===== src/rtl/cmos_window_capture_pkg.sv =====
// Shared types and constants for the CMOS window capture front-end.
// The FSM encoding, the decimation limit and the decimation clamp helper.
package cmos_window_capture_pkg;

  localparam int DECIM_MAX = 2;

  typedef enum logic [1:0] {
    S_IDLE     = 2'd0,
    S_ARMED    = 2'd1,
    S_CAPTURE  = 2'd2,
    S_STOPPING = 2'd3
  } state_e;

  // A request of 3 (or anything above the limit) decimates by the limit.
  function automatic logic [1:0] decim_clamp(input logic [1:0] d);
    return (d > 2'(DECIM_MAX)) ? 2'(DECIM_MAX) : d;
  endfunction

endpackage


===== src/rtl/cmos_window_capture_if.sv =====
// Sensor-side pixel bus, window settings and captured-pixel outputs.
// The master side drives the sensor stream; the capture block is the slave.
interface cmos_window_capture_if #(
  parameter int DATA_W = 10,
  parameter int CNT_W  = 16,
  parameter int FCNT_W = 32
);
  logic [DATA_W-1:0] iDATA;
  logic              iFVAL;
  logic              iLVAL;
  logic              iSTART;
  logic              iEND;
  logic [CNT_W-1:0]  iX_START;
  logic [CNT_W-1:0]  iY_START;
  logic [CNT_W-1:0]  iWIDTH;
  logic [CNT_W-1:0]  iHEIGHT;
  logic [1:0]        iDECIM;
  logic [DATA_W-1:0] oDATA;
  logic              oDVAL;
  logic [CNT_W-1:0]  oX_Cont;
  logic [CNT_W-1:0]  oY_Cont;
  logic              oSYNC;
  logic [FCNT_W-1:0] oFRAME_CNT;
  logic              oACTIVE;

  modport master (
    output iDATA, iFVAL, iLVAL, iSTART, iEND,
    output iX_START, iY_START, iWIDTH, iHEIGHT, iDECIM,
    input  oDATA, oDVAL, oX_Cont, oY_Cont, oSYNC, oFRAME_CNT, oACTIVE
  );

  modport slave (
    input  iDATA, iFVAL, iLVAL, iSTART, iEND,
    input  iX_START, iY_START, iWIDTH, iHEIGHT, iDECIM,
    output oDATA, oDVAL, oX_Cont, oY_Cont, oSYNC, oFRAME_CNT, oACTIVE
  );
endinterface


===== src/rtl/cmos_window_capture_sync_edge_det.sv =====
// Delays FVAL/LVAL by one cycle and derives the frame/line edge strobes.
// Strobes are combinational and valid in the cycle the new level is presented.
module sync_edge_det (
  input  logic iCLK,
  input  logic iRST_N,
  input  logic iFVAL,
  input  logic iLVAL,
  output logic fval_rise,
  output logic fval_fall,
  output logic lval_fall
);
  logic fval_d_reg;
  logic lval_d_reg;

  always_ff @(posedge iCLK or negedge iRST_N) begin
    if (!iRST_N) begin
      fval_d_reg <= 1'b0;
      lval_d_reg <= 1'b0;
    end else begin
      fval_d_reg <= iFVAL;
      lval_d_reg <= iLVAL;
    end
  end

  assign fval_rise = iFVAL & ~fval_d_reg;
  assign fval_fall = ~iFVAL & fval_d_reg;
  assign lval_fall = ~iLVAL & lval_d_reg;
endmodule


===== src/rtl/cmos_window_capture.sv =====
// Frame-aligned crop/decimate capture stage between the sensor input registers
// and the Bayer-to-RGB stage; window settings are shadowed at each frame start.
module cmos_window_capture
  import cmos_window_capture_pkg::*;
#(
  parameter int DATA_W = 10,
  parameter int CNT_W  = 16,
  parameter int FCNT_W = 32,
  parameter bit BAYER  = 1'b1
) (
  input  logic iCLK,
  input  logic iRST_N,
  cmos_window_capture_if.slave bus
);
  localparam logic [1:0] ST_IDLE     = S_IDLE;
  localparam logic [1:0] ST_ARMED    = S_ARMED;
  localparam logic [1:0] ST_CAPTURE  = S_CAPTURE;
  localparam logic [1:0] ST_STOPPING = S_STOPPING;
  localparam logic [CNT_W-1:0] CNT_MAX = '1;

  logic fval_rise, fval_fall, lval_fall;

  sync_edge_det u_edge (
    .iCLK      (iCLK),
    .iRST_N    (iRST_N),
    .iFVAL     (bus.iFVAL),
    .iLVAL     (bus.iLVAL),
    .fval_rise (fval_rise),
    .fval_fall (fval_fall),
    .lval_fall (lval_fall)
  );

  logic [1:0] state_reg, state_next;
  logic       load_shadow, count_frame;

  // iEND is tested ahead of every other transition so it always wins.
  always_comb begin
    state_next  = state_reg;
    load_shadow = 1'b0;
    count_frame = 1'b0;
    case (state_reg)
      ST_IDLE: begin
        if (bus.iSTART && !bus.iEND) state_next = ST_ARMED;
      end
      ST_ARMED: begin
        if (bus.iEND) begin
          state_next = ST_IDLE;
        end else if (fval_rise) begin
          state_next  = ST_CAPTURE;
          load_shadow = 1'b1;
        end
      end
      ST_CAPTURE: begin
        load_shadow = fval_rise;
        count_frame = fval_fall;
        if (bus.iEND) state_next = fval_fall ? ST_IDLE : ST_STOPPING;
      end
      ST_STOPPING: begin
        if (fval_fall) begin
          state_next  = ST_IDLE;
          count_frame = 1'b1;
        end
      end
      default: state_next = ST_IDLE;
    endcase
  end

  logic [CNT_W-1:0] xs_reg, ys_reg, w_reg, h_reg;
  logic [1:0]       d_reg;
  logic [CNT_W-1:0] sx_reg, sy_reg;
  logic             pix;

  assign pix = bus.iFVAL & bus.iLVAL;

  always_ff @(posedge iCLK or negedge iRST_N) begin
    if (!iRST_N) begin
      state_reg <= ST_IDLE;
      xs_reg    <= '0;
      ys_reg    <= '0;
      w_reg     <= '0;
      h_reg     <= '0;
      d_reg     <= '0;
      sx_reg    <= '0;
      sy_reg    <= '0;
    end else begin
      state_reg <= state_next;
      if (load_shadow) begin
        xs_reg <= bus.iX_START;
        ys_reg <= bus.iY_START;
        w_reg  <= bus.iWIDTH;
        h_reg  <= bus.iHEIGHT;
        d_reg  <= decim_clamp(bus.iDECIM);
      end
      if (lval_fall)                     sx_reg <= '0;
      else if (pix && sx_reg != CNT_MAX) sx_reg <= sx_reg + CNT_W'(1);
      if (fval_rise)                           sy_reg <= '0;
      else if (lval_fall && sy_reg != CNT_MAX) sy_reg <= sy_reg + CNT_W'(1);
    end
  end

  // One extra bit keeps coordinates left of / above the origin negative.
  logic [CNT_W:0] dx, dy;
  logic           in_win, keep, emit, capturing;

  assign dx     = {1'b0, sx_reg} - {1'b0, xs_reg};
  assign dy     = {1'b0, sy_reg} - {1'b0, ys_reg};
  assign in_win = !dx[CNT_W] && (dx[CNT_W-1:0] < w_reg) &&
                  !dy[CNT_W] && (dy[CNT_W-1:0] < h_reg);

  logic [DECIM_MAX-1:0] dec_mask, dx_lsb, dy_lsb;

  for (genvar gi = 0; gi < DECIM_MAX; gi++) begin : g_mask
    assign dec_mask[gi] = (d_reg > 2'(gi));
  end

  // Bayer mode decimates 2x2 quads, so the pair bit is ignored.
  if (BAYER) begin : g_bayer
    assign dx_lsb = dx[DECIM_MAX:1];
    assign dy_lsb = dy[DECIM_MAX:1];
  end else begin : g_mono
    assign dx_lsb = dx[DECIM_MAX-1:0];
    assign dy_lsb = dy[DECIM_MAX-1:0];
  end

  assign keep      = ((dx_lsb | dy_lsb) & dec_mask) == '0;
  assign capturing = (state_reg == ST_CAPTURE) || (state_reg == ST_STOPPING);
  assign emit      = capturing & pix & in_win & keep;

  logic [DATA_W-1:0] data_reg;
  logic              dval_reg, sync_reg, row_hit_reg;
  logic [CNT_W-1:0]  ox_cnt_reg, oy_cnt_reg, ox_out_reg, oy_out_reg;
  logic [FCNT_W-1:0] fcnt_reg;

  always_ff @(posedge iCLK or negedge iRST_N) begin
    if (!iRST_N) begin
      data_reg    <= '0;
      dval_reg    <= 1'b0;
      sync_reg    <= 1'b0;
      row_hit_reg <= 1'b0;
      ox_cnt_reg  <= '0;
      oy_cnt_reg  <= '0;
      ox_out_reg  <= '0;
      oy_out_reg  <= '0;
      fcnt_reg    <= '0;
    end else begin
      dval_reg <= emit;
      sync_reg <= load_shadow;
      if (emit) begin
        data_reg   <= bus.iDATA;
        ox_out_reg <= ox_cnt_reg;
        oy_out_reg <= oy_cnt_reg;
      end
      if (lval_fall) begin
        ox_cnt_reg  <= '0;
        row_hit_reg <= 1'b0;
      end else if (emit) begin
        ox_cnt_reg  <= ox_cnt_reg + CNT_W'(1);
        row_hit_reg <= 1'b1;
      end
      if (fval_rise)                       oy_cnt_reg <= '0;
      else if (lval_fall && row_hit_reg)   oy_cnt_reg <= oy_cnt_reg + CNT_W'(1);
      if (count_frame) fcnt_reg <= fcnt_reg + FCNT_W'(1);
    end
  end

  assign bus.oDATA      = data_reg;
  assign bus.oDVAL      = dval_reg;
  assign bus.oX_Cont    = ox_out_reg;
  assign bus.oY_Cont    = oy_out_reg;
  assign bus.oSYNC      = sync_reg;
  assign bus.oFRAME_CNT = fcnt_reg;
  assign bus.oACTIVE    = (state_reg != ST_IDLE);
endmodule


===== src/flat_wrapper.sv =====
// flat-port wrapper written by rule: the top's interface ports become plain ports
module cmos_window_capture_flat import cmos_window_capture_pkg::*;
#(
  parameter int DATA_W = 10,
  parameter int CNT_W  = 16,
  parameter int FCNT_W = 32,
  parameter bit BAYER  = 1'b1
)
  (iCLK, iRST_N, bus_iDATA, bus_iFVAL, bus_iLVAL, bus_iSTART, bus_iEND, bus_iX_START, bus_iY_START, bus_iWIDTH, bus_iHEIGHT, bus_iDECIM, bus_oDATA, bus_oDVAL, bus_oX_Cont, bus_oY_Cont, bus_oSYNC, bus_oFRAME_CNT, bus_oACTIVE);
  cmos_window_capture_if #(.DATA_W(DATA_W), .CNT_W(CNT_W), .FCNT_W(FCNT_W)) bus_i ();
  input  logic iCLK;
  input  logic iRST_N;
  input wire logic [$bits(bus_i.iDATA)-1:0] bus_iDATA;
  input wire logic [$bits(bus_i.iFVAL)-1:0] bus_iFVAL;
  input wire logic [$bits(bus_i.iLVAL)-1:0] bus_iLVAL;
  input wire logic [$bits(bus_i.iSTART)-1:0] bus_iSTART;
  input wire logic [$bits(bus_i.iEND)-1:0] bus_iEND;
  input wire logic [$bits(bus_i.iX_START)-1:0] bus_iX_START;
  input wire logic [$bits(bus_i.iY_START)-1:0] bus_iY_START;
  input wire logic [$bits(bus_i.iWIDTH)-1:0] bus_iWIDTH;
  input wire logic [$bits(bus_i.iHEIGHT)-1:0] bus_iHEIGHT;
  input wire logic [$bits(bus_i.iDECIM)-1:0] bus_iDECIM;
  output wire logic [$bits(bus_i.oDATA)-1:0] bus_oDATA;
  output wire logic [$bits(bus_i.oDVAL)-1:0] bus_oDVAL;
  output wire logic [$bits(bus_i.oX_Cont)-1:0] bus_oX_Cont;
  output wire logic [$bits(bus_i.oY_Cont)-1:0] bus_oY_Cont;
  output wire logic [$bits(bus_i.oSYNC)-1:0] bus_oSYNC;
  output wire logic [$bits(bus_i.oFRAME_CNT)-1:0] bus_oFRAME_CNT;
  output wire logic [$bits(bus_i.oACTIVE)-1:0] bus_oACTIVE;
  assign bus_i.iDATA = bus_iDATA;
  assign bus_i.iFVAL = bus_iFVAL;
  assign bus_i.iLVAL = bus_iLVAL;
  assign bus_i.iSTART = bus_iSTART;
  assign bus_i.iEND = bus_iEND;
  assign bus_i.iX_START = bus_iX_START;
  assign bus_i.iY_START = bus_iY_START;
  assign bus_i.iWIDTH = bus_iWIDTH;
  assign bus_i.iHEIGHT = bus_iHEIGHT;
  assign bus_i.iDECIM = bus_iDECIM;
  assign bus_oDATA = bus_i.oDATA;
  assign bus_oDVAL = bus_i.oDVAL;
  assign bus_oX_Cont = bus_i.oX_Cont;
  assign bus_oY_Cont = bus_i.oY_Cont;
  assign bus_oSYNC = bus_i.oSYNC;
  assign bus_oFRAME_CNT = bus_i.oFRAME_CNT;
  assign bus_oACTIVE = bus_i.oACTIVE;
  cmos_window_capture #(.DATA_W(DATA_W), .CNT_W(CNT_W), .FCNT_W(FCNT_W), .BAYER(BAYER)) u_core (.iCLK(iCLK), .iRST_N(iRST_N), .bus(bus_i));
endmodule

===== config.mk =====
export PLATFORM = sky130hd
export DESIGN_NAME = cmos_window_capture_flat
export DESIGN_NICKNAME = d
export VERILOG_FILES = /design/src/rtl/cmos_window_capture_pkg.sv /design/src/rtl/cmos_window_capture_if.sv /design/src/rtl/cmos_window_capture_sync_edge_det.sv /design/src/rtl/cmos_window_capture.sv /design/src/flat_wrapper.sv
export SDC_FILE = /design/constraint.sdc
export NUM_CORES = 1
export LEC_CHECK = 0
export ABC_AREA = 1
export BUFFER_PORTS_ARGS = -buffer_cell sky130_fd_sc_hd__buf_2
export CAP_MARGIN = 0
export CORE_ASPECT_RATIO = 0.7
export CORE_MARGIN = 5
export CORE_UTILIZATION = 30
export CTS_BUF_LIST = sky130_fd_sc_hd__clkbuf_8
export DETAILED_ROUTE_END_ITERATION = 6
export PLACE_DENSITY = 0.47
export SLEW_MARGIN = 5
export SYNTH_ARGS = -nofsm -noshare
export SYNTH_HDL_FRONTEND = slang
export SYNTH_SLANG_ARGS = --single-unit

===== constraint.sdc =====
create_clock -name iCLK -period 3.6 [get_ports iCLK]
set_input_delay 0.72 -clock iCLK [delete_from_list [all_inputs] [get_ports iCLK]]
set_output_delay 0.72 -clock iCLK [all_outputs]
set_load 0.05 [all_outputs]

# [Word-level counts from Yosys, hierarchy flattened]
# Cells that the tools add are included.
[classes] reduce_logical=19 bitwise_logic=12 mux=23 n_addsub=7 n_lt_le_gt_ge=5 n_eq_ne=9
[ops] operator="$mux W16" n=8
[ops] operator="$add A16 B1 Y16 const B" n=4
[ops] operator="$sub A16 B16 Y17" n=2
[ops] operator="$add A32 B1 Y32 const B" n=1
[ops] operator="$lt A16 B16 Y1" n=2
[ops] operator="$ne A16 B16 Y1 const B" n=2
[ops] operator="$mux W2" n=7
[ops] operator="$reduce_bool A2 Y1" n=5
[ops] operator="$pmux W2 S4" n=1
[ops] operator="$and A1 B1 Y1" n=7
[ops] operator="$logic_and A1 B1 Y1" n=7
[ops] operator="$mux W1" n=5
[ops] operator="$eq A2 B2 Y1 const B" n=2
[ops] operator="$gt A2 B1 Y1 const B" n=2
[ops] operator="$logic_not A2 Y1" n=2
[ops] operator="$ne A2 B1 Y1 const B" n=2
[ops] operator="$pmux W1 S2" n=2
[ops] operator="$reduce_and A4 Y1" n=1
[ops] operator="$logic_not A1 Y1" n=3
[ops] operator="$ne A3 B2 Y1 const B" n=1
[ops] operator="$not A1 Y1" n=3
[ops] operator="$and A2 B2 Y2" n=1
[ops] operator="$eq A2 B1 Y1 const B" n=1
[ops] operator="$gt A2 B2 Y1 const B" n=1
[ops] operator="3 further kinds" n=3
[totals] regBits=211 inputBits=82 wordCells=94 out_inout_bits=77

# [Depth between registers and ports, before layout]
# Gate-level depths: netlist of the first run.
[depth] word_depth=9 ltp_mapped=26 ltp_nobuf=25

# [By module]
# A second synthesis of the first run with hierarchy kept.
[hier_totals] cells_unflattened=1465 area_unflattened_um2=11803.8
[by_module_without_submodules] mod="cmos_window_capture" n_inst=1 area_per_inst_um2=11731.3 cells_per_inst=1457
[by_module_without_submodules] mod="sync_edge_det" n_inst=1 area_per_inst_um2=72.6 cells_per_inst=8

# [Worst setup path after synthesis of the first run]
# No wires, ideal clock.
[synth_path] path_type="flip-flop to flip-flop" start="reg u_core.sx_reg[0]" end="reg u_core.ox_out_reg[0], in the netlist u_core.bus.oX_Cont[0]" t_arrival_ns=3.068 n_path_buf=2 required_time_ns=3.470 period_less_slack_ns=3.198 setup_time_ns=0.130 path_slack_ns=0.402 stages_incl_launch_ff=23 cell_sequence="dfrtp_1 > inv_1 > ha_1 > fa_1 > o21ai_1 > nand2_1 > nand2_1 > a21boi_0 > o21ai_0 > xor2_1 > ha_1 > nand2_1 > nor2_1 > nand2_1 > nand3_1 > nor2_2 > nand2_1 > nor2_2 > nand3_2 > buf_6 > buf_6 > nand2_1 > o21ai_1"
[synth_via] elab_chain_len=7
[synth_lines] element="from (decl)" line="cmos_window_capture.sv:70" text="logic [CNT_W-1:0] sx_reg, sy_reg;"
[synth_lines] element="from (signal assigned)" line="cmos_window_capture.sv:95" text="else if (pix && sx_reg != CNT_MAX) sx_reg <= sx_reg + CNT_W'(1);"
[synth_lines] element="$sub A16 B16 Y17 (*)" line="cmos_window_capture.sv:105" text="assign dx = {1'b0, sx_reg} - {1'b0, xs_reg};"
[synth_lines] element="$lt A16 B16 Y1 / $logic_not A1 Y1 (equally long branches)" line="cmos_window_capture.sv:107" text="assign in_win = !dx[CNT_W] && (dx[CNT_W-1:0] < w_reg) &&"
[synth_lines] element="$logic_and A1 B1 Y1 (2 in series)" line="cmos_window_capture.sv:107"
[synth_lines] element="$logic_and A1 B1 Y1" line="cmos_window_capture.sv:108" text="!dy[CNT_W] && (dy[CNT_W-1:0] < h_reg);"
[synth_lines] element="$and A1 B1 Y1" line="cmos_window_capture.sv:127" text="assign emit = capturing & pix & in_win & keep;"
[synth_lines] element="$and A1 B1 Y1 (*)" line="cmos_window_capture.sv:127"
[synth_lines] element="to (signal assigned)" line="cmos_window_capture.sv:150" text="ox_out_reg <= ox_cnt_reg;"
[synth_lines] element="to (decl)" line="cmos_window_capture.sv:131" text="logic [CNT_W-1:0] ox_cnt_reg, oy_cnt_reg, ox_out_reg, oy_out_reg;"
# Every way passes the cells marked *; elsewhere a longest branch is shown, timed or not.
# A chain may end at the register's enable or synchronous reset.

# [Final worst setup path of the first run]
[layout_path] start="reg u_core.sy_reg[0]" end="reg u_core.ox_out_reg[7], in the netlist u_core.bus.oX_Cont[7]"
[layout_via] elab_chain_len=6
[layout_lines] element="from (decl)" line="cmos_window_capture.sv:70"
[layout_lines] element="from (signal assigned)" line="cmos_window_capture.sv:97" text="else if (lval_fall && sy_reg != CNT_MAX) sy_reg <= sy_reg + CNT_W'(1);"
[layout_lines] element="$sub A16 B16 Y17 (*)" line="cmos_window_capture.sv:106" text="assign dy = {1'b0, sy_reg} - {1'b0, ys_reg};"
[layout_lines] element="branches (longest 4 deep; another with $lt A16 B16 Y1)"
[layout_lines] element="$and A1 B1 Y1 (*)" line="cmos_window_capture.sv:127"
# Every way passes the cells marked *.

==> impl_metrics.ini, run 1 <==
[outcome]
status = complete, no violations

[worst_setup_path]
r2r-start = u_core.sy_reg[0]
crit_arrival_ps = 3810
crit_type = reg2reg
startpoint = u_core.sy_reg[0]
worstPathRequired_ps = 4040
cp_max_fo = 16
timing.rr.end = u_core.bus.oX_Cont[7]
reg2reg_depth = 26
cp-endpoint = u_core.bus.oX_Cont[7]
ff2ff_setup_slack_ps = 230
cp-start-kind = flop
cp-end-kind = flop

[sta]
setup_viol = 0
finalSetupTns_ps = 0
slew_headroom_pct = 55.8
hold_ws_ps = 113
rsz0062_at_grt = yes
hold_viol_final = 0
final_max_slew_viol_count = 0
fin_crit_ps = 3370
postLayoutSetupSlackWorst_ps = 225
worstMarginPinSlew_ps = 662
skew_ps = 24.5
max_freq_ghz = 0.296
period_share_pct = 93.7

[final_layout]
largest_reg_flops = 32
antenna_cells = 0
n_fill_cell = 4179
drive_gt1_share_pct = 18.3
instances_no_fill = 2274
finalNetCount = 1866
areaGrowthSynthToFinish_pct = 23.2

[logic_synthesis]
netlist.area_leader.share_pct = 44.2
synthFlopType = dfrtp_1
synth_enable_flop_cells = 0
synth_fp_nets = 1653
syn_inst = 1497
yosys-top-cells-area = dfrtp_1, nand2_1, ha_1, inv_1, o21ai_0
async_flop_share_pct = 100
synth_top_area_cell = dfrtp_1
seq_area_frac_synth_pct = 44.2
synth.avg_cell_area_sq_um = 7.98
synth_area_sq_um = 11900
ys_ff_latch = 211
synth_warnings = 0
synth_cell_types = 45

[floorplanning]
start_util_pct = 30.2
dieArea_sq_um = 44000
dieHeight_um = 177
coreArea_sq_um = 39500
design.portCount = 159
num_rows = 61
die_x_um = 249

[clock_network]
cts_sinks = 211
clock-root-buffer = clkbuf_8
numCtsBuffers = 40
ctsHoldBuffers = 0
worstSkewPairLatency_ps = 570
clock_path_buffers = 3
cts_tree = yes
path_clk_slew_ps = 70
htreeDepth = 2

[grt]
grtUsageTotal_pct = 15.1
grt_pass1_wl_um = 54400
grt_max_degree = 84
grt_pass1_vias = 10200
antenna_found_initial = 0
gr-total-overflow = 0

[placed_design]
pre_cts_slack_ps = -0.393
hpwlAfterDp_um = 24700
place.gp.congestion = 0.858
place_inst = 2189
io_buffer_count = 158

[detailed_routing]
routed_via_density = 4.57
vias = 10400
drt-initial-drc-count = 690
ant_nets = 0
drc = 0
drt-total-wl_um = 34100
drt_pass1_iterations = 5
wl_per_cell_um = 15.0

[power_and_ir_drop]
p_leak_nw = 7.49
power.density_nw_per_um2 = 593
max-vdd-ir-drop_mv = 0.229

[job]
maxCapViolations = 0

[worst_hold_path]
hold_class = in2async
==> where the power goes <==
part           total, W  switching, W  internal, W
sequential      0.00299      0.000181      0.00281
clock           0.00232       0.00110      0.00121
combinational   0.00342       0.00214      0.00128
total           0.00873       0.00343      0.00530
==> placed cells by master, fill, tap and decap left out, types with 17 or more instances in the layout <==
cell type and instances:
a21oi_1 53, buf_2 157, buf_4 33, clkbuf_8 48, dfrtp_1 211, ha_1 60
inv_1 202, nand2_1 397, nand3_1 72, nand4_1 44, nor2_1 101, nor3_1 29
o21ai_0 106, o21ai_1 27, xnor2_1 17, xor2_1 54
==> Yosys cell counts, types with 10 or more instances <==
cell type	number
o21ai_1	22
a21oi_1	61
inv_1	187
nand4_1	44
dfrtp_1	211
clkbuf_1	15
nor3_1	29
nor4_1	10
xnor2_1	17
o21ai_0	113
nor2_1	101
nand3_1	74
xor2_1	54
ha_1	72
nand2_1	403
==> layer usage <==
layer | global-route usage (%) | vias to the layer above | routed length, um
met3 | 3.30 | 48 | 1690
met1 | 22.4 | 4820 | 17300
met2 | 22.4 | 192 | 14500
met4 | 3.52 | 0 | 547
li1 | - | 5327 | -
met5 | 0 | - | 0
==> logic make-up (layout without fill, tap and decap cells) <==
| kind of cell | Yosys count | count (layout) | share of synthesized area [%] |
|---|---|---|---|
| AOI/OAI and AO/OA | 230 | 230 | 10.3 |
| xor gates and xnor gates | 71 | 71 | 5.21 |
| adders and majority gates | 74 | 74 | 7.88 |
| buffers and inverters | 222 | 463 | 7.50 |
| DFF | 211 | 211 | 44.2 |
| and+or+nand+nor | 689 | 690 | 24.9 |
==> final cells by class <==
type                    instances  area (sq um)  share of cell area (%)
clock buffers                  48           661                    4.49
clock inverters                23           106                   0.723
inverters                     190           719                    4.89
multi-input cells            1065          6000                    40.8
flip-flops and latches        211          5280                    35.9
well taps                     535           669                    4.55
repair buffers                202          1280                    8.69
==> critical path, stage by stage, from the launching register on <==
cell and delay [ps]:
dfrtp_1 380, inv_2 100, ha_4 150, inv_2 40
fa_2 370, nand3_2 80, nand2_2 60, nand4_1 100
nand2_2 80, nand2_2 80, nand2_2 50, nand2_1 70
nand2_1 60, xor2_1 160, ha_1 310, nand2_2 70
nor2_1 40, nand2_1 70, nand3_2 80, nor2_4 120
nand2_2 70, nor2_4 140, nand3_4 80, buf_12 180
clkbuf_16 180, nand2_1 60, o21ai_1 60
==> how the worst min path moves through the flow <==
stage / end / from / slack (ps) / cells after the start
after floorplan: u_core.bus.oDATA[0] / iRST_N / 420 / 0
after global placement: u_core.bus.oDATA[0] / u_core.bus.oDATA[0] / 460 / 2
after detailed placement: u_core.bus.oDATA[8] / u_core.bus.oDATA[8] / 460 / 2
after CTS: u_core.sx_reg[3] / iRST_N / 80 / 1
after global routing: u_core.sx_reg[4] / iRST_N / 120 / 1
final: u_core.sx_reg[3] / iRST_N / 110 / 1
==> stage by stage <==
step | util, % | total power, W | cell area, sq um
CTS | 36.2 | 0.00865 | 14300
global route | 37.2 | 0.00955 | 14700
global placement | 34.2 | 0.00620 | 13500
detailed placement | 34.2 | 0.00623 | 13500
finish | 37.2 | 0.00873 | 14700
floorplan | - | 0.00525 | 11900
==> timing repair <==
action,in CTS,in global routing
pin swaps,0,17
endpoints found under the setup margin,3,60
cloned,0,4
gates resized for setup,2,56
buffers inserted,0,11
Power figures use the tool's default switching activity.
==> inputs of run 2 (changes only) <==
--- a/config.mk
+++ b/config.mk
@@ -8,7 +8,7 @@
 export ABC_AREA = 1
 export BUFFER_PORTS_ARGS = -buffer_cell sky130_fd_sc_hd__buf_2
 export CAP_MARGIN = 0
-export CORE_ASPECT_RATIO = 0.7
+export CORE_ASPECT_RATIO = 2
 export CORE_MARGIN = 5
 export CORE_UTILIZATION = 30
 export CTS_BUF_LIST = sky130_fd_sc_hd__clkbuf_8
==> impl_metrics.ini, run 2 (synthesized netlist as in run 1, its figures left out) <==
[sta]
slew_headroom_pct = 49.5
postLayoutSetupSlackWorst_ps = 103
hold_ws_ps = 170
fin_crit_ps = 3500
worstMarginPinSlew_ps = 757
final_max_slew_viol_count = 0
hold_viol_final = 0
skew_ps = 16.5
setup_viol = 0
period_share_pct = 97.1
rsz0062_at_grt = yes
max_freq_ghz = 0.286

[clock_network]
htreeDepth = 2
clock-root-buffer = clkbuf_8
cts_sinks = 211
cts_tree = yes
clock_path_buffers = 3
path_clk_slew_ps = 60
numCtsBuffers = 36
worstSkewPairLatency_ps = 560
ctsHoldBuffers = 0

[placed_design]
place.gp.congestion = 0.865
hpwlAfterDp_um = 28000
io_buffer_count = 158
place_inst = 2204
pre_cts_slack_ps = -169

[worst_setup_path]
cp_top_family = simple AND/OR/NAND/NOR gates
r2r-start = u_core.sx_reg[1]
cp-end-kind = flop
path_common_cell = nand2_1
cp_num_buf_inv = 3
cp-start-kind = flop
ff2ff_setup_slack_ps = 100
reg2reg_depth = 22
slowest_stage = dfrtp_1
max_stage_delay_ps = 440
worstPathCellList = ha_1 -> nand2_1 -> o21ai_1 -> nand3_1 -> nand4_1 -> buf_4 -> nand2_1 -> nand2_1 -> xor2_1 -> ha_1 -> nand2_1 -> a21oi_1 -> nor2_1 -> nand3_2 -> nor2_2 -> nand2_1 -> nor2_2 -> nand3_4 -> buf_12 -> clkbuf_16 -> nand2_1 -> o21ai_1
crit_type = reg2reg
crit_arrival_ps = 3940
timing.rr.end = u_core.bus.oY_Cont[12]
cp_max_fo = 14
worstPathRequired_ps = 4040

[detailed_routing]
drt_pass1_iterations = 4
ant_nets = 0
drc = 0
routed_via_density = 4.68
drt-initial-drc-count = 385
drt-total-wl_um = 37000
wl_per_cell_um = 16.2
vias = 10700

[job]
maxCapViolations = 0

[grt]
antenna_found_initial = 3
grt_pass1_wl_um = 57300
grt_max_degree = 99
gr-total-overflow = 0
grt_pass1_vias = 11100
grtUsageTotal_pct = 16.4

[final_layout]
drive_gt1_share_pct = 19.7
final_common_cell = nand2_1
finalNetCount = 1884
largest_reg_flops = 32
areaGrowthSynthToFinish_pct = 24.9
regArea_sq_um = 5280
n_fill_cell = 4188
multiInputGateArea_sq_um = 5970
mostFrequentLayoutCells = nand2_1, dfrtp_1, inv_1
instances_no_fill = 2283

[outcome]
status = complete, no violations

[power_and_ir_drop]
p_leak_nw = 7.61
max-vdd-ir-drop_mv = 0.202
power.density_nw_per_um2 = 583

[floorplanning]
dieArea_sq_um = 44200
die_x_um = 151
coreArea_sq_um = 39400
design.portCount = 159
start_util_pct = 30.3
num_rows = 103
dieHeight_um = 292

[worst_hold_path]
hold_class = in2async
[run 2: cell count changes in the layout (fill, tap and decap cells not counted), sizes merged]
cell / change
buf: +21
diode: +3
clkinv: -2
nand3: -1
clkinvlp: +1
inv: -6
bufinv: +1
clkbuf: +2
[run 2: metrics by stage]
step / area (sq um) / utilization, % / power [W] / setup TNS [ps]
floorplan: 11900 / - / 0.00525 / 0
global placement: 13700 / 34.8 / 0.00624 / -7740
detailed placement: 13700 / 34.8 / 0.00630 / -6330
CTS: 14500 / 36.8 / 0.00874 / 0
global route: 14900 / 37.8 / 0.00947 / -5640
finish: 14900 / 37.8 / 0.00870 / 0
[run 2: layer usage]
| metal | global-route usage (%) | part of all wire (%) | routed length, um | up-vias |
|---|---|---|---|---|
| li1 | - | - | - | 5355 |
| met1 | 16.4 | 35 | 13100 | 5045 |
| met2 | 31.8 | 56 | 20600 | 203 |
| met3 | 2.86 | 3.9 | 1440 | 91 |
| met4 | 7.93 | 5.1 | 1900 | 0 |
| met5 | 0 | 0 | 0 | - |
[run 2: how the worst max path moves through the flow]
stage,startpoint,end,cells past startpoint
3_5_place_dp,u_core.sx_reg[2],u_core.bus.oDATA[5],21
3_3_place_gp,u_core.sx_reg[2],u_core.bus.oDATA[2],21
2_1_floorplan,u_core.sx_reg[0],u_core.bus.oX_Cont[0],22
6_report,u_core.sx_reg[1],u_core.bus.oY_Cont[12],22
4_1_cts,u_core.sx_reg[2],u_core.bus.oDATA[2],22
5_1_grt,u_core.sx_reg[1],u_core.bus.oY_Cont[4],22
[run 2: what timing repair did]
item / in CTS / in global routing
cloned: 0 / 5
buffers inserted: 1 / 5
gates resized for setup: 3 / 60
endpoints found under the setup margin: 56 / 60
pin swaps: 2 / 18
[run 2: area by class of cell]
cell class | count | area share, %
multi-input combinational | 1064 | 40.0
sequential | 211 | 35.4
timing repair buffer | 225 | 10.1
inverter | 190 | 4.82
clock buffer | 48 | 4.43
tap | 525 | 4.40
clock inverter | 17 | 0.746
antenna | 3 | 0.0503
[run 2: power by group]
group          switching [W]  internal (W)
registers           0.000177       0.00281
logic                0.00210       0.00127
clock network        0.00107       0.00127
[run 2: worst reg2reg max path: stages, from the launching register on]
cell and delay [ps]:
dfrtp_1 440, ha_1 310, nand2_1 60, o21ai_1 230, nand3_1 120, nand4_1 200
buf_4 140, nand2_1 40, nand2_1 70, xor2_1 190, ha_1 270, nand2_1 60
a21oi_1 60, nor2_1 120, nand3_2 90, nor2_2 120, nand2_1 70, nor2_2 140
nand3_4 140, buf_12 210, clkbuf_16 190, nand2_1 60, o21ai_1 50
==> inputs of run 3 (changes only) <==
--- a/config.mk
+++ b/config.mk
@@ -8,12 +8,14 @@
 export ABC_AREA = 1
 export BUFFER_PORTS_ARGS = -buffer_cell sky130_fd_sc_hd__buf_2
 export CAP_MARGIN = 0
+export CELL_PAD_IN_SITES_DETAIL_PLACEMENT = 1
+export CELL_PAD_IN_SITES_GLOBAL_PLACEMENT = 2
 export CORE_ASPECT_RATIO = 2
 export CORE_MARGIN = 5
 export CORE_UTILIZATION = 30
 export CTS_BUF_LIST = sky130_fd_sc_hd__clkbuf_8
 export DETAILED_ROUTE_END_ITERATION = 6
-export PLACE_DENSITY = 0.47
+export PLACE_DENSITY = 0.72
 export SLEW_MARGIN = 5
 export SYNTH_ARGS = -nofsm -noshare
 export SYNTH_HDL_FRONTEND = slang
==> impl_metrics.ini, run 3 (synthesized netlist as in run 1, its figures left out) <==
[worst_setup_path]
cp-start-kind = flop
crit_arrival_ps = 3920
reg2reg_depth = 21
ff2ff_setup_slack_ps = 150
cp-end-kind = flop
r2r-start = u_core.ys_reg[2]
crit_type = reg2reg
cp_max_fo = 5
worstPathRequired_ps = 4070
timing.rr.end = u_core.bus.oY_Cont[0]

[power_and_ir_drop]
power_frac_seq_pct = 33.6
power.density_nw_per_um2 = 595
pwr-share-comb_pct = 39.8
max-vdd-ir-drop_mv = 0.284
clockPowerShare_pct = 26.7
p_sw_w = 0.00349
p_int_w = 0.00543
switching_share_pct = 39.1
p_leak_nw = 7.59

[grt]
antenna_found_initial = 2
grtUsageTotal_pct = 18.1
grt_pass1_vias = 12000
grt_max_degree = 93
grt_pass1_wl_um = 63100
gr-total-overflow = 0

[clock_network]
cts_sinks = 211
clock_path_buffers = 3
worstSkewPairLatency_ps = 570
clock-root-buffer = clkbuf_8
path_clk_slew_ps = 60
cts_tree = yes
numCtsBuffers = 36
htreeDepth = 2

[final_layout]
finalNetCount = 1877
final_common_cell = nand2_1
fin_util_pct = 38.0
drive_gt1_share_pct = 20.4
largest_reg_flops = 32
areaGrowthSynthToFinish_pct = 25.5
mostFrequentLayoutCells = nand2_1, dfrtp_1, inv_1
n_fill_cell = 4876

[detailed_routing]
drt-initial-drc-count = 288
routed_via_density = 4.81
vias = 10900
drt-total-wl_um = 40500
drc = 0
drt_pass1_iterations = 4
ant_nets = 0
wl_per_cell_um = 17.9

[sta]
slew_headroom_pct = 44.9
postLayoutSetupSlackWorst_ps = 149
max_freq_ghz = 0.290
skew_ps = 18.0
rsz0062_at_grt = yes
fin_crit_ps = 3450
setup_viol = 0
worstMarginPinSlew_ps = 826
hold_ws_ps = 144
final_max_slew_viol_count = 0
period_share_pct = 95.9
hold_viol_final = 0

[placed_design]
hpwlAfterDp_um = 31000
pre_cts_slack_ps = -93.9
place.gp.congestion = 0.854
io_buffer_count = 158

[worst_hold_path]
hold_class = in2async

[floorplanning]
dieHeight_um = 292
die_x_um = 151
dieArea_sq_um = 44200
start_util_pct = 30.3
coreArea_sq_um = 39400
design.portCount = 159
num_rows = 103

[outcome]
status = complete, no violations

[job]
maxCapViolations = 0
run 3: cell types whose count changed in the layout (fill, tap and decap cells not counted), sizes merged:
| cell | before | now |
|---|---|---|
| clkbuf | 53 | 52 |
| bufbuf | 0 | 1 |
| diode | 3 | 1 |
| clkinv | 2 | 5 |
| inv | 202 | 196 |
| bufinv | 1 | 2 |
| clkinvlp | 2 | 1 |
| buf | 220 | 212 |
run 3: how the worst max path moves through the flow:
stage                             to  depth (start not counted)              from
6_report       u_core.bus.oY_Cont[0]                         21  u_core.ys_reg[2]
5_1_grt        u_core.bus.oY_Cont[5]                         26  u_core.sy_reg[0]
4_1_cts        u_core.bus.oY_Cont[8]                         26  u_core.sy_reg[0]
3_5_place_dp   u_core.bus.oY_Cont[8]                         20  u_core.sx_reg[0]
3_3_place_gp   u_core.bus.oY_Cont[2]                         20  u_core.sx_reg[0]
2_1_floorplan  u_core.bus.oX_Cont[0]                         22  u_core.sx_reg[0]
run 3: stage by stage:
stage	total power, W	setup TNS (ps)	cell area (sq um)	instances
6_report	0.00892	0	15000	2270
2_1_floorplan	0.00525	0	11900	1497
3_3_place_gp	0.00626	-40.4	13700	2194
5_1_grt	0.00969	-2850	15000	2270
4_1_cts	0.00886	0	14500	2257
3_5_place_dp	0.00636	-1480	13700	2194
run 3: metal layers:
layer  share of wire [%]  vias to the layer above  GRT usage [%]  wire length (um)
li1                    -                     5327              -                 -
met1                  35                     5336           17.7             14200
met2                  58                      185           37.2             23700
met3                 3.3                       75           2.47              1350
met4                 3.2                        2           6.07              1290
met5               0.017                        -              0                 7
run 3: repair_timing:
action                     CTS  global route
hold endpoints to repair     0             0
resized for setup            6            65
setup buffers                0             6
pin swaps                    0            20
gates cloned                 2             6
hold buffers                 0             0
setup endpoints to repair   35            60
run 3: worst max-delay path, stage by stage (launching register included):
cell and delay [ps]:
dfrtp_1 360, inv_1 70, ha_2 310, a21oi_2 170, o21ai_1 90, buf_4 150, nand3_1 70, nand4_1 140
a21oi_2 180, xor2_1 190, ha_1 270, nand2_1 70, nand2_1 50, nor2_1 120, nand3_2 100, nor2_4 120
nand2_2 70, nor2_4 130, nand3_4 160, buf_4 210, clkbuf_16 150, o21ai_0 170
run 3: final cells by class:
type / count / area, sq um / area share (%)
diodes: 1 / 2.50 / 0.0167
clock buffers: 47 / 647 / 4.32
clock inverters: 14 / 126 / 0.843
inverters: 190 / 719 / 4.80
multi-input cells: 1064 / 6060 / 40.4
flip-flops and latches: 211 / 5280 / 35.2
well taps: 525 / 657 / 4.38
repair buffers: 218 / 1490 / 9.95
run 3: power by group through the flow:
stage	combinational [W]	sequential (W)	clock [W]
final	0.00354	0.00299	0.00238
after global routing	0.00407	0.00305	0.00258
after floorplan	0.00215	0.00310	0
after CTS	0.00336	0.00300	0.00250
after detailed placement	0.00332	0.00304	0
after global placement	0.00323	0.00303	0
